File: src/rtl/riscv_pkg.sv
// riscv_pkg: shared types and constants for the fetch unit
package riscv_pkg;

    typedef enum logic [1:0] {REQ, WAIT, HOLD, HALT} fetch_state_t;

    typedef enum logic [1:0] {
        FAULT_NONE     = 2'b00,
        FAULT_MISALIGN = 2'b01,
        FAULT_TIMEOUT  = 2'b10
    } fault_code_t;

    localparam logic [31:0] NOP_INST = 32'h0000_0013;

endpackage

File: src/rtl/inst_fetch.sv
// inst_fetch: PC owner and single-beat instruction fetch for a non-pipelined core
module inst_fetch
    import riscv_pkg::*;
#(
    parameter logic [31:0] RESET_PC = 32'h0000_0000,
    parameter int          TIMEOUT  = 64
) (
    input  logic        clk,
    input  logic        rst,
    output logic        imem_req,
    output logic [31:0] imem_addr,
    input  logic        imem_rvalid,
    input  logic [31:0] imem_rdata,
    output logic [31:0] inst,
    output logic        inst_valid,
    output logic [31:0] pc,
    output logic [31:0] pc_plus4,
    input  logic        retire,
    input  logic        PCSel,
    input  logic [31:0] target,
    output logic        fetch_fault,
    output logic [1:0]  fault_code
);

    localparam int CW = $clog2(TIMEOUT + 1);

    fetch_state_t  state, state_n;
    fault_code_t   fault;
    logic [CW-1:0] cnt, cnt_n;
    logic [31:0]   next_pc;

    assign imem_addr   = pc;
    assign pc_plus4    = pc + 32'd4;
    assign inst_valid  = (state == HOLD);
    assign fault_code  = fault;
    assign fetch_fault = (fault != FAULT_NONE);

    // Next state and wait counter; REQ only advances once its request strobe is out
    always_comb begin
        next_pc = PCSel ? (target & ~32'h1) : pc_plus4;
        state_n = state;
        cnt_n   = cnt;
        case (state)
            REQ: begin
                cnt_n   = '0;
                state_n = imem_req ? WAIT : REQ;
            end
            WAIT: begin
                cnt_n = cnt + CW'(1);
                if (imem_rvalid)
                    state_n = HOLD;
                else if (cnt_n == CW'(TIMEOUT))
                    state_n = HALT;
            end
            HOLD:    if (retire) state_n = next_pc[1] ? HALT : REQ;
            default: state_n = HALT;
        endcase
    end

    // State, PC, captured instruction and sticky fault registers
    always_ff @(posedge clk or posedge rst) begin
        if (rst) begin
            state    <= REQ;
            cnt      <= '0;
            pc       <= RESET_PC;
            inst     <= NOP_INST;
            imem_req <= 1'b0;
            fault    <= FAULT_NONE;
        end else begin
            state    <= state_n;
            cnt      <= cnt_n;
            imem_req <= (state_n == REQ);
            if (state == WAIT && imem_rvalid)
                inst <= imem_rdata;
            if (state == WAIT && !imem_rvalid && state_n == HALT)
                fault <= FAULT_TIMEOUT;
            if (state == HOLD && retire) begin
                if (next_pc[1])
                    fault <= FAULT_MISALIGN;
                else
                    pc <= next_pc;
            end
        end
    end

endmodule

File: config.mk
export PLATFORM = sky130hd
export DESIGN_NAME = inst_fetch
export DESIGN_NICKNAME = d
export VERILOG_FILES = /design/src/rtl/riscv_pkg.sv /design/src/rtl/inst_fetch.sv
export SDC_FILE = /design/constraint.sdc
export NUM_CORES = 1
export LEC_CHECK = 0
export CAP_MARGIN = 0
export CORE_UTILIZATION = 43
export CTS_CLUSTER_SIZE = 10
export DETAILED_ROUTE_END_ITERATION = 12
export PLACE_DENSITY = 0.83
export SLEW_MARGIN = 5
export SYNTH_ARGS = -nofsm -noshare
export SYNTH_HDL_FRONTEND = slang
export SYNTH_SLANG_ARGS = --single-unit
File: constraint.sdc
create_clock -name clk -period 3.3 [get_ports clk]
set_clock_uncertainty 0.1 [all_clocks]
set_input_delay 0.66 -clock clk [delete_from_list [all_inputs] [get_ports clk]]
set_output_delay 0.66 -clock clk [all_outputs]
set_load 0.05 [all_outputs]
After elaboration in Yosys (flattened, before gate mapping)
Cells that the tools add are included.

Flip-flop bits (word level): 75. Input bits: 69.

Add/subtract/negate cells: 2. Equal/unequal tests: 4. Bitwise gates (word level): 1. Multiplexer cells: 11. Reduce and logical (&&, ||, !) cells: 10.

Operators with widths (count): 32-bit by 3-bit adder with 32-bit output (second input constant) (1); 32-bit two-way mux (1); 2-bit two-way mux (7); 7-bit one-hot mux with 2 select lines (1); 7-bit by 1-bit adder with 7-bit output (second input constant) (1); 7-bit equality test (second input constant) (1); 2-bit one-hot mux with 3 select lines (1); 2-bit equality test (second input constant) (2); 1-bit logical AND (4); 2-bit logical NOT (2); 2-bit nonzero test (2); 2-bit by 1-bit equality test with 1-bit output (second input constant) (1); 2-bit AND reduction (1); 1-bit logical NOT (1); 1-bit two-way mux (1); 1-bit NOT (1).

Depth between registers and ports, before layout
Gate-level depths: netlist (run 1).

Depth after elaboration: 10. Gate-level depth with buffers: 7. Depth with buffers taken out: 5.

Worst setup path before layout (run 1)
OpenSTA, ideal clock, no wires.

Path type: reg2out. Start: register pc[2] (netlist: imem_addr[2]). End: output pc_plus4[26]. Arrival: 2.583 ns. Setup slack: -0.043 ns. Required time: 2.540 ns. Path buffers: 0. Cell stages (with the launch flop): 6. Path through: dfrtp_1 -> ha_1 -> nand3_2 -> nor2_1 -> nand4_1 -> xnor2_1.

Cells in the longest elaborated chain, start to end: 1.

Ends and longest elaborated chain: start, declared (RTL line inst_fetch.sv:16) `output logic [31:0] pc,`; start signal, assigned (RTL line inst_fetch.sv:81) `pc <= next_pc;`; 32-bit by 3-bit adder with 32-bit output (RTL line inst_fetch.sv:33) `assign pc_plus4 = pc + 32'd4;`; end, declared (RTL line inst_fetch.sv:17) `output logic [31:0] pc_plus4,`.

Every way passes these cells.

Worst setup path in the final report (run 1)
Start: register pc[2] (netlist: imem_addr[2]). End: output pc_plus4[12].

Same word-level chain as after synthesis.

==> results of run 1 <==
## worst min-delay path by stage
stage | endpoint | slack [ps] | cells past startpoint
after floorplan | cnt[5] | 380 | 2
after global placement | inst[19] | 390 | 1
after detailed placement | inst[19] | 390 | 1
after CTS | inst[12] | 410 | 1
after global routing | imem_req | 430 | 2
final | inst[12] | 410 | 1
## worst max-delay path: cells and delay by family, from the launching register on
| family | cells | cell delay [ps] |
|---|---|---|
| DFF | 1 | 510 |
| and+or+nand+nor | 2 | 810 |
| buffers and inverters | 1 | 180 |
| adders and majority gates | 1 | 290 |
| xor gates and xnor gates | 1 | 290 |
## per-stage QoR
stage	instance area [µm²]	power, mW	std cells	utilization, %	hold slack (ps)
3_3_place_gp	6620	6.76	766	64.1	388
6_report	6850	7.62	782	66.3	411
3_5_place_dp	6620	6.87	766	64.1	394
4_1_cts	6820	7.63	782	66.1	414
2_1_floorplan	4640	5.24	484	-	382
5_1_grt	6850	7.95	782	66.3	426
## synthesized netlist by cell type (5+ instances only)
| library cell | number |
|---|---|
| sky130_fd_sc_hd__or3_1 | 7 |
| sky130_fd_sc_hd__nand2_1 | 31 |
| sky130_fd_sc_hd__a311o_1 | 6 |
| sky130_fd_sc_hd__nand4_1 | 6 |
| sky130_fd_sc_hd__a31oi_1 | 18 |
| sky130_fd_sc_hd__nand3_1 | 35 |
| sky130_fd_sc_hd__and4_1 | 5 |
| sky130_fd_sc_hd__o211ai_1 | 13 |
| sky130_fd_sc_hd__xor2_1 | 11 |
| sky130_fd_sc_hd__inv_1 | 16 |
| sky130_fd_sc_hd__a21oi_1 | 11 |
| sky130_fd_sc_hd__buf_2 | 11 |
| sky130_fd_sc_hd__buf_4 | 37 |
| sky130_fd_sc_hd__mux2_2 | 35 |
| sky130_fd_sc_hd__xnor2_1 | 17 |
| sky130_fd_sc_hd__o2bb2ai_1 | 5 |
| sky130_fd_sc_hd__nor2_1 | 13 |
| sky130_fd_sc_hd__o21a_1 | 9 |
| sky130_fd_sc_hd__dfrtp_1 | 71 |
| sky130_fd_sc_hd__nor3_1 | 20 |
| sky130_fd_sc_hd__clkbuf_1 | 15 |
| sky130_fd_sc_hd__o21ai_0 | 18 |
## final cells by class
cell class | instances | area, µm²
fillers | 825 | 3480
multi-input cells | 329 | 2340
repair buffers | 211 | 2220
flip-flops and latches | 74 | 1860
well taps | 136 | 170
clock buffers | 11 | 141
clock inverters | 5 | 62.6
inverters | 16 | 60.1
## power by group through the flow
| stage | logic, mW | clock network [mW] | registers, mW |
|---|---|---|---|
| 6_report | 5.09 | 0.736 | 1.79 |
| 3_3_place_gp | 5.01 | 0 | 1.75 |
| 5_1_grt | 5.30 | 0.786 | 1.86 |
| 3_5_place_dp | 5.08 | 0 | 1.79 |
| 2_1_floorplan | 2.36 | 0 | 2.88 |
| 4_1_cts | 5.10 | 0.748 | 1.78 |
## per-layer routing
layer,up-vias,wire [µm]
met5,-,0
met4,0,269
met3,25,1290
met2,251,6760
met1,2155,5590
li1,2046,-
## logic make-up (layout without fill, tap and decap cells)
| kind of cell | after synthesis | count (layout) |
|---|---|---|
| AO/OA/AOI/OAI | 110 | 110 |
| XOR/XNOR | 28 | 28 |
| adder cells (fa/ha/maj) | 2 | 2 |
| buffers and inverters | 81 | 243 |
| flip-flops | 74 | 74 |
| multiplexers | 39 | 39 |
| other | 1 | 6 |
| AND/OR/NAND/NOR | 144 | 144 |
## sequential cells by signal (all words and copies together) (netlist names)
| name | count |
|---|---|
| inst | 32 |
| imem_addr | 30 |
| cnt | 7 |
| fault_code | 2 |
| state | 2 |
| imem_req | 1 |
## cell usage in the layout (no fill, tap or decap), types with 5 or more instances in the layout
| master | n |
|---|---|
| sky130_fd_sc_hd__clkdlybuf4s50_1 | 170 |
| sky130_fd_sc_hd__a311o_1 | 6 |
| sky130_fd_sc_hd__o21ai_0 | 18 |
| sky130_fd_sc_hd__nor2_1 | 12 |
| sky130_fd_sc_hd__buf_4 | 23 |
| sky130_fd_sc_hd__a21oi_1 | 11 |
| sky130_fd_sc_hd__nor3_1 | 18 |
| sky130_fd_sc_hd__a31oi_1 | 18 |
| sky130_fd_sc_hd__mux2_2 | 35 |
| sky130_fd_sc_hd__o21a_1 | 9 |
| sky130_fd_sc_hd__and4_1 | 5 |
| sky130_fd_sc_hd__o2bb2ai_1 | 5 |
| sky130_fd_sc_hd__or3_1 | 7 |
| sky130_fd_sc_hd__dfrtp_1 | 71 |
| sky130_fd_sc_hd__nand4_1 | 6 |
| sky130_fd_sc_hd__clkbuf_8 | 10 |
| sky130_fd_sc_hd__nand3_1 | 34 |
| sky130_fd_sc_hd__nand2_1 | 31 |
| sky130_fd_sc_hd__buf_12 | 17 |
| sky130_fd_sc_hd__xor2_1 | 11 |
| sky130_fd_sc_hd__o211ai_1 | 13 |
| sky130_fd_sc_hd__inv_1 | 15 |
| sky130_fd_sc_hd__conb_1 | 6 |
| sky130_fd_sc_hd__xnor2_1 | 13 |
==> run summary, run 1 <==
critical path's slowest cell: sky130_fd_sc_hd__or4_1
Synth warnings: 0
R2R cell count: 5
post-route ant nets: 0
unrepaired setup endpoints after global routing: no
CTS clk-pin slew, worst paths: 80 ps
met1 layer usage reported by global route: 30.7%
input/output buffers: 194
endpoint of the worst register-to-register path: imem_addr[12]
share of the clock period used by the worst path after layout: 96.7%
category of the most critical setup path: reg -> out
chip height: 105 µm
cell-by-cell listing of the critical path: ha_2 -> nand3_2 -> or4_1 -> xnor2_1 -> buf_12
Internal: 3.51 mW
R2R Path Start: imem_addr[2]
headroom to the max-slew limit: 51.3%
post-layout net count: 712
switching power total: 4.11 mW
area of the die: 11100 µm²
share of cell area taken by muxes after synthesis: 9.46%
number of global-route vias before repair: 4510
timing endpoint of the critical path: pc_plus4[12]
aggregate routed wire length: 13.9 mm
most utilized layer in the global route result: met2
met2 capacity usage during global routing: 41.7%
Setup TNS: 0 ps
switching fraction of total power: 54.0%
total grt overflow: 0
stage delay of the slowest cell on the critical path: 620 ps
RD Place Congestion: 0.837
simple-gate share of the synthesized area: 16.8%
post-route worst setup slack: 110 ps
buffer cell driving the clock tree root: sky130_fd_sc_hd__clkbuf_8
Tightest Pin Transition: 729 ps
setup slack at placement: 450 ps
cells after synthesis: 479
total power density per cell area: 1110 nW/µm²
fraction of power consumed by sequential logic: 23.5%
global-route wire length before repair: 22.3 mm
Total GRT Usage: 25.2%
Core Rows: 37
distinct cell type count after synthesis: 57
part of the total power dissipated in the clock network: 9.7%
layout cells sized above 1: 17.8%
TritonCTS clock tree: done
drt first-iter violations: 372
highest clock rate: 313 MHz
max-slew violation count: 0
count of cells resized by post-cts repair: 0
crit path time final: 3190 ps
number of buffers on the longest clock path: 2
DP Wirelength: 10.2 mm
status: finished, final reports clean
CP startpoint: imem_addr[2]
met3 routing resource usage after global routing: 7.67%
number of max-cap violations: 0
number of H-tree levels: 3
# hold bufs at CTS: 0
Critical Path Start Type: register
category of the worst setup path capture point: output pin
share of the synthesized netlist area taken by xor and xnor gates: 5.34%
required time at the endpoint of the critical path: 2540 ps
count of final setup violators: 0
total clock buffers created by CTS: 9
arithmetic-cell share of the synthesized area counting full adders, half adders and majority gates: 0.545%
count of flip-flops with a built-in enable after synthesis: 0
remaining design rule violation count: 0
post-synthesis compound-gate area fraction: 17.1%
DR pass1 iterations: 5
Synth async-reset ratio: 100%
final number of hold-violating endpoints: 0
Ports: 202
most area-consuming cells after synthesis: sky130_fd_sc_hd__dfrtp_1, sky130_fd_sc_hd__mux2_2, sky130_fd_sc_hd__buf_4, sky130_fd_sc_hd__nand3_1, sky130_fd_sc_hd__xnor2_1
Syn Area/Cell: 9.58 µm²
sequential area share after synthesis: 40.4%
total clock sinks: 74
synthesis-stage register bit count: 74
drt via density: 5.73
critical path peak fanout: 9
vias after detailed routing: 4477
commonest register cell after synthesis: sky130_fd_sc_hd__dfrtp_1
growth of design area from synthesis to finish: 49.2%
Yosys top cell area share: 38.7%
reg-to-reg setup timing slack: 1140 ps
DR WL/cell: 17.8 µm
cell area after synthesis: 4590 µm²
share of total power in combinational logic: 66.8%
initial antenna violation count: 0
worst endpoint data arrival time: 2430 ps
main combinational cell family by area after synthesis: compound AO/OA/AOI/OAI gates
worst hold path type: reg -> reg
die width: 105 µm
Yosys top cell by area: sky130_fd_sc_hd__dfrtp_1
later-pin clock latency in the skew report: 350 ps
Leakage Power: 2.75 nW
origin of the worst min-delay path: inst[12]
starting density of the core: 44.5%
peak supply drop: 766 µV
Core ar.: 10300 µm²
Post CTS Setup Buffer Count: 0
maximum number of pins on one net before global-route repair: 45
antenna diode count: 0
Note: power is estimated with default switching activity, not from simulation.
==> run 2: changes to the inputs <==
--- a/config.mk
+++ b/config.mk
@@ -6,11 +6,11 @@
 export NUM_CORES = 1
 export LEC_CHECK = 0
 export CAP_MARGIN = 0
-export CORE_UTILIZATION = 43
+export CORE_UTILIZATION = 40
 export CTS_CLUSTER_SIZE = 10
 export DETAILED_ROUTE_END_ITERATION = 12
-export PLACE_DENSITY = 0.83
-export SLEW_MARGIN = 5
+export PLACE_DENSITY = 0.78
+export SLEW_MARGIN = 25
 export SYNTH_ARGS = -nofsm -noshare
 export SYNTH_HDL_FRONTEND = slang
 export SYNTH_SLANG_ARGS = --single-unit
==> run 2 against run 1 <==
Effect of this change: routed wire length is 4.1% lower; critical path depth unchanged; worst hold slack lost 8.3 ps; clock power up 36%; sequential share of layout area fell by 0.45 points; die area up 7.4%.
==> run summary, run 2 (synthesized netlist as in run 1, its figures left out) <==
status: finished, final reports clean
share of total power in combinational logic: 65.1% (-1.7 points)
CTS clk-pin slew, worst paths: 60 ps (-20 ps)
unrepaired setup endpoints after global routing: no
most flop-heavy register: inst
Post CTS Setup Buffer Count: 0 (unchanged)
fraction of power consumed by sequential logic: 22.2% (-1.3 points)
layout cells sized above 1: 18.0% (+0.15 points)
crit-path leading delay family: simple AND/OR/NAND/NOR gates
required time at the endpoint of the critical path: 2540 ps (about the same)
max-slew violation count: 0 (unchanged)
Total GRT Usage: 22.9% (-2.3 points)
Ports: 202 (unchanged)
number of max-cap violations: 0 (unchanged)
Overall Power: 7.87 mW (+3.3%)
area of the die: 11900 µm² (+7.4%)
antenna diode count: 0 (unchanged)
total clock buffers created by CTS: 9 (unchanged)
category of the most critical setup path: reg -> out
growth of design area from synthesis to finish: 51.8%
peak supply drop: 703 µV (-8.2%)
TritonCTS clock tree: done
drt first-iter violations: 248 (-33%)
input/output buffers: 194 (unchanged)
switching power total: 4.09 mW (-0.57%)
maximum number of pins on one net before global-route repair: 56 (+24%)
later-pin clock latency in the skew report: 330 ps (-20 ps)
flip-flop count of the largest register after layout: 32 (unchanged)
count of final setup violators: 0 (unchanged)
post-layout net count: 712 (unchanged)
highest clock rate: 316 MHz (+0.85%)
total power density per cell area: 1130 nW/µm² (+1.5%)
total clock sinks: 74 (unchanged)
global-route wire length before repair: 21.1 mm (-5.3%)
Hold Path Depth: 1 (unchanged)
chip height: 109 µm (+3.6%)
drt via density: 5.57 (-2.6%)
reg-to-reg setup timing slack: 1180 ps (+40 ps)
DP Wirelength: 9.75 mm (-4.7%)
WP buf/inv: 1 (unchanged)
R2R cell count: 5 (unchanged)
most common cell after layout, fill and taps aside: sky130_fd_sc_hd__clkdlybuf4s50_1
aggregate routed wire length: 13.3 mm (-4.1%)
number of H-tree levels: 3 (unchanged)
worst hold path type: reg -> reg
remaining design rule violation count: 0 (unchanged)
WP depth: 5 (unchanged)
crit path time final: 3160 ps (-26.9 ps)
critical path peak fanout: 7 (-2)
Critical Path Start Type: register
final number of hold-violating endpoints: 0 (unchanged)
post-route ant nets: 0 (unchanged)
Tightest Pin Transition: 749 ps (+19.5 ps)
buffer cell driving the clock tree root: sky130_fd_sc_hd__clkbuf_16
initial antenna violation count: 0 (unchanged)
most frequent cells in the layout: sky130_fd_sc_hd__clkdlybuf4s50_1, sky130_fd_sc_hd__dfrtp_1, sky130_fd_sc_hd__nand3_1, sky130_fd_sc_hd__mux2_2, sky130_fd_sc_hd__nand2_1
RD Place Congestion: 0.788 (-5.8%)
Filler cells: 927 (+12%)
total grt overflow: 0 (unchanged)
DR pass1 iterations: 4 (-1)
share of the clock period used by the worst path after layout: 95.9% (-0.82 points)
Core Rows: 38 (+2.7%)
Setup TNS: 0 ps (unchanged)
part of the total power dissipated in the clock network: 12.8% (+3.1 points)
finished layout cell area: 6970 µm² (+1.8%)
number of global-route vias before repair: 4216 (-6.5%)
headroom to the max-slew limit: 50.0% (-1.3 points)
Core ar.: 11000 µm² (+6.8%)
Internal: 3.78 mW (+7.9%)
worst endpoint data arrival time: 2400 ps (-30 ps)
category of the worst setup path capture point: output pin
critical path's slowest cell: sky130_fd_sc_hd__nor4_1
DR WL/cell: 17.0 µm (-4.6%)
starting density of the core: 41.6% (-2.8 points)
die width: 109 µm (+3.6%)
cell-by-cell listing of the critical path: ha_1 -> nand3_2 -> nor4_1 -> xor2_1 -> buf_12
number of buffers on the longest clock path: 2 (unchanged)
Leakage Power: 2.82 nW (+2.5%)
switching fraction of total power: 51.9% (-2.0 points)
placed instance area: 6640 µm² (+0.28%)
vias after detailed routing: 4381 (-2.1%)
stage delay of the slowest cell on the critical path: 630 ps (about the same)
run 2: path summary, 6_finish.rpt:
path,startpoint,to
max reg2reg,imem_addr[3],imem_addr[14]
min,inst[7],inst[7]
min reg2reg,inst[7],inst[7]
max,imem_addr[3],pc_plus4[14]
max in group asynchronous,rst,inst[0]
min in group asynchronous,rst,inst[7]
run 2: layout make-up:
cell class | instances | area (µm²) | share of cell area (%)
timing repair buffer | 211 | 2230 | 32.0
clock buffer | 11 | 253 | 3.63
tap | 140 | 175 | 2.51
sequential | 74 | 1860 | 26.6
multi-input combinational | 329 | 2340 | 33.5
clock inverter | 5 | 52.6 | 0.754
inverter | 16 | 61.3 | 0.880
run 2: power by group through the flow:
stage	sequential, mW	clock (mW)	combinational (mW)
finish	1.75	1.00	5.12
global route	1.82	1.06	5.36
CTS	1.74	1.03	5.14
detailed placement	1.75	0	5.12
global placement	1.72	0	5.06
floorplan	2.88	0	2.36
run 2: stage by stage:
| step | utilization [%] | worst slack, ps | cells | hold slack (ps) |
|---|---|---|---|---|
| 6_report | 63.2 | 137 | 786 | 402 |
| 5_1_grt | 63.2 | 56.6 | 786 | 411 |
| 4_1_cts | 63.0 | 99.7 | 786 | 405 |
| 3_5_place_dp | 60.2 | 474 | 770 | 392 |
| 3_3_place_gp | 60.2 | 549 | 770 | 387 |
| 2_1_floorplan | - | -37.5 | 484 | 382 |
run 2: what timing repair did:
action	in CTS	in global routing
hold buffers	0	0
resized for setup	0	5
setup endpoints to repair	0	7
run 2: metal layers:
metal | GRT usage [%] | up-vias | part of all wire (%)
met5 | 0 | - | 0
met4 | 8.88 | 0 | 2.2
met3 | 4.12 | 22 | 6.9
met2 | 39.4 | 183 | 51
met1 | 28.2 | 2132 | 40
li1 | - | 2044 | -
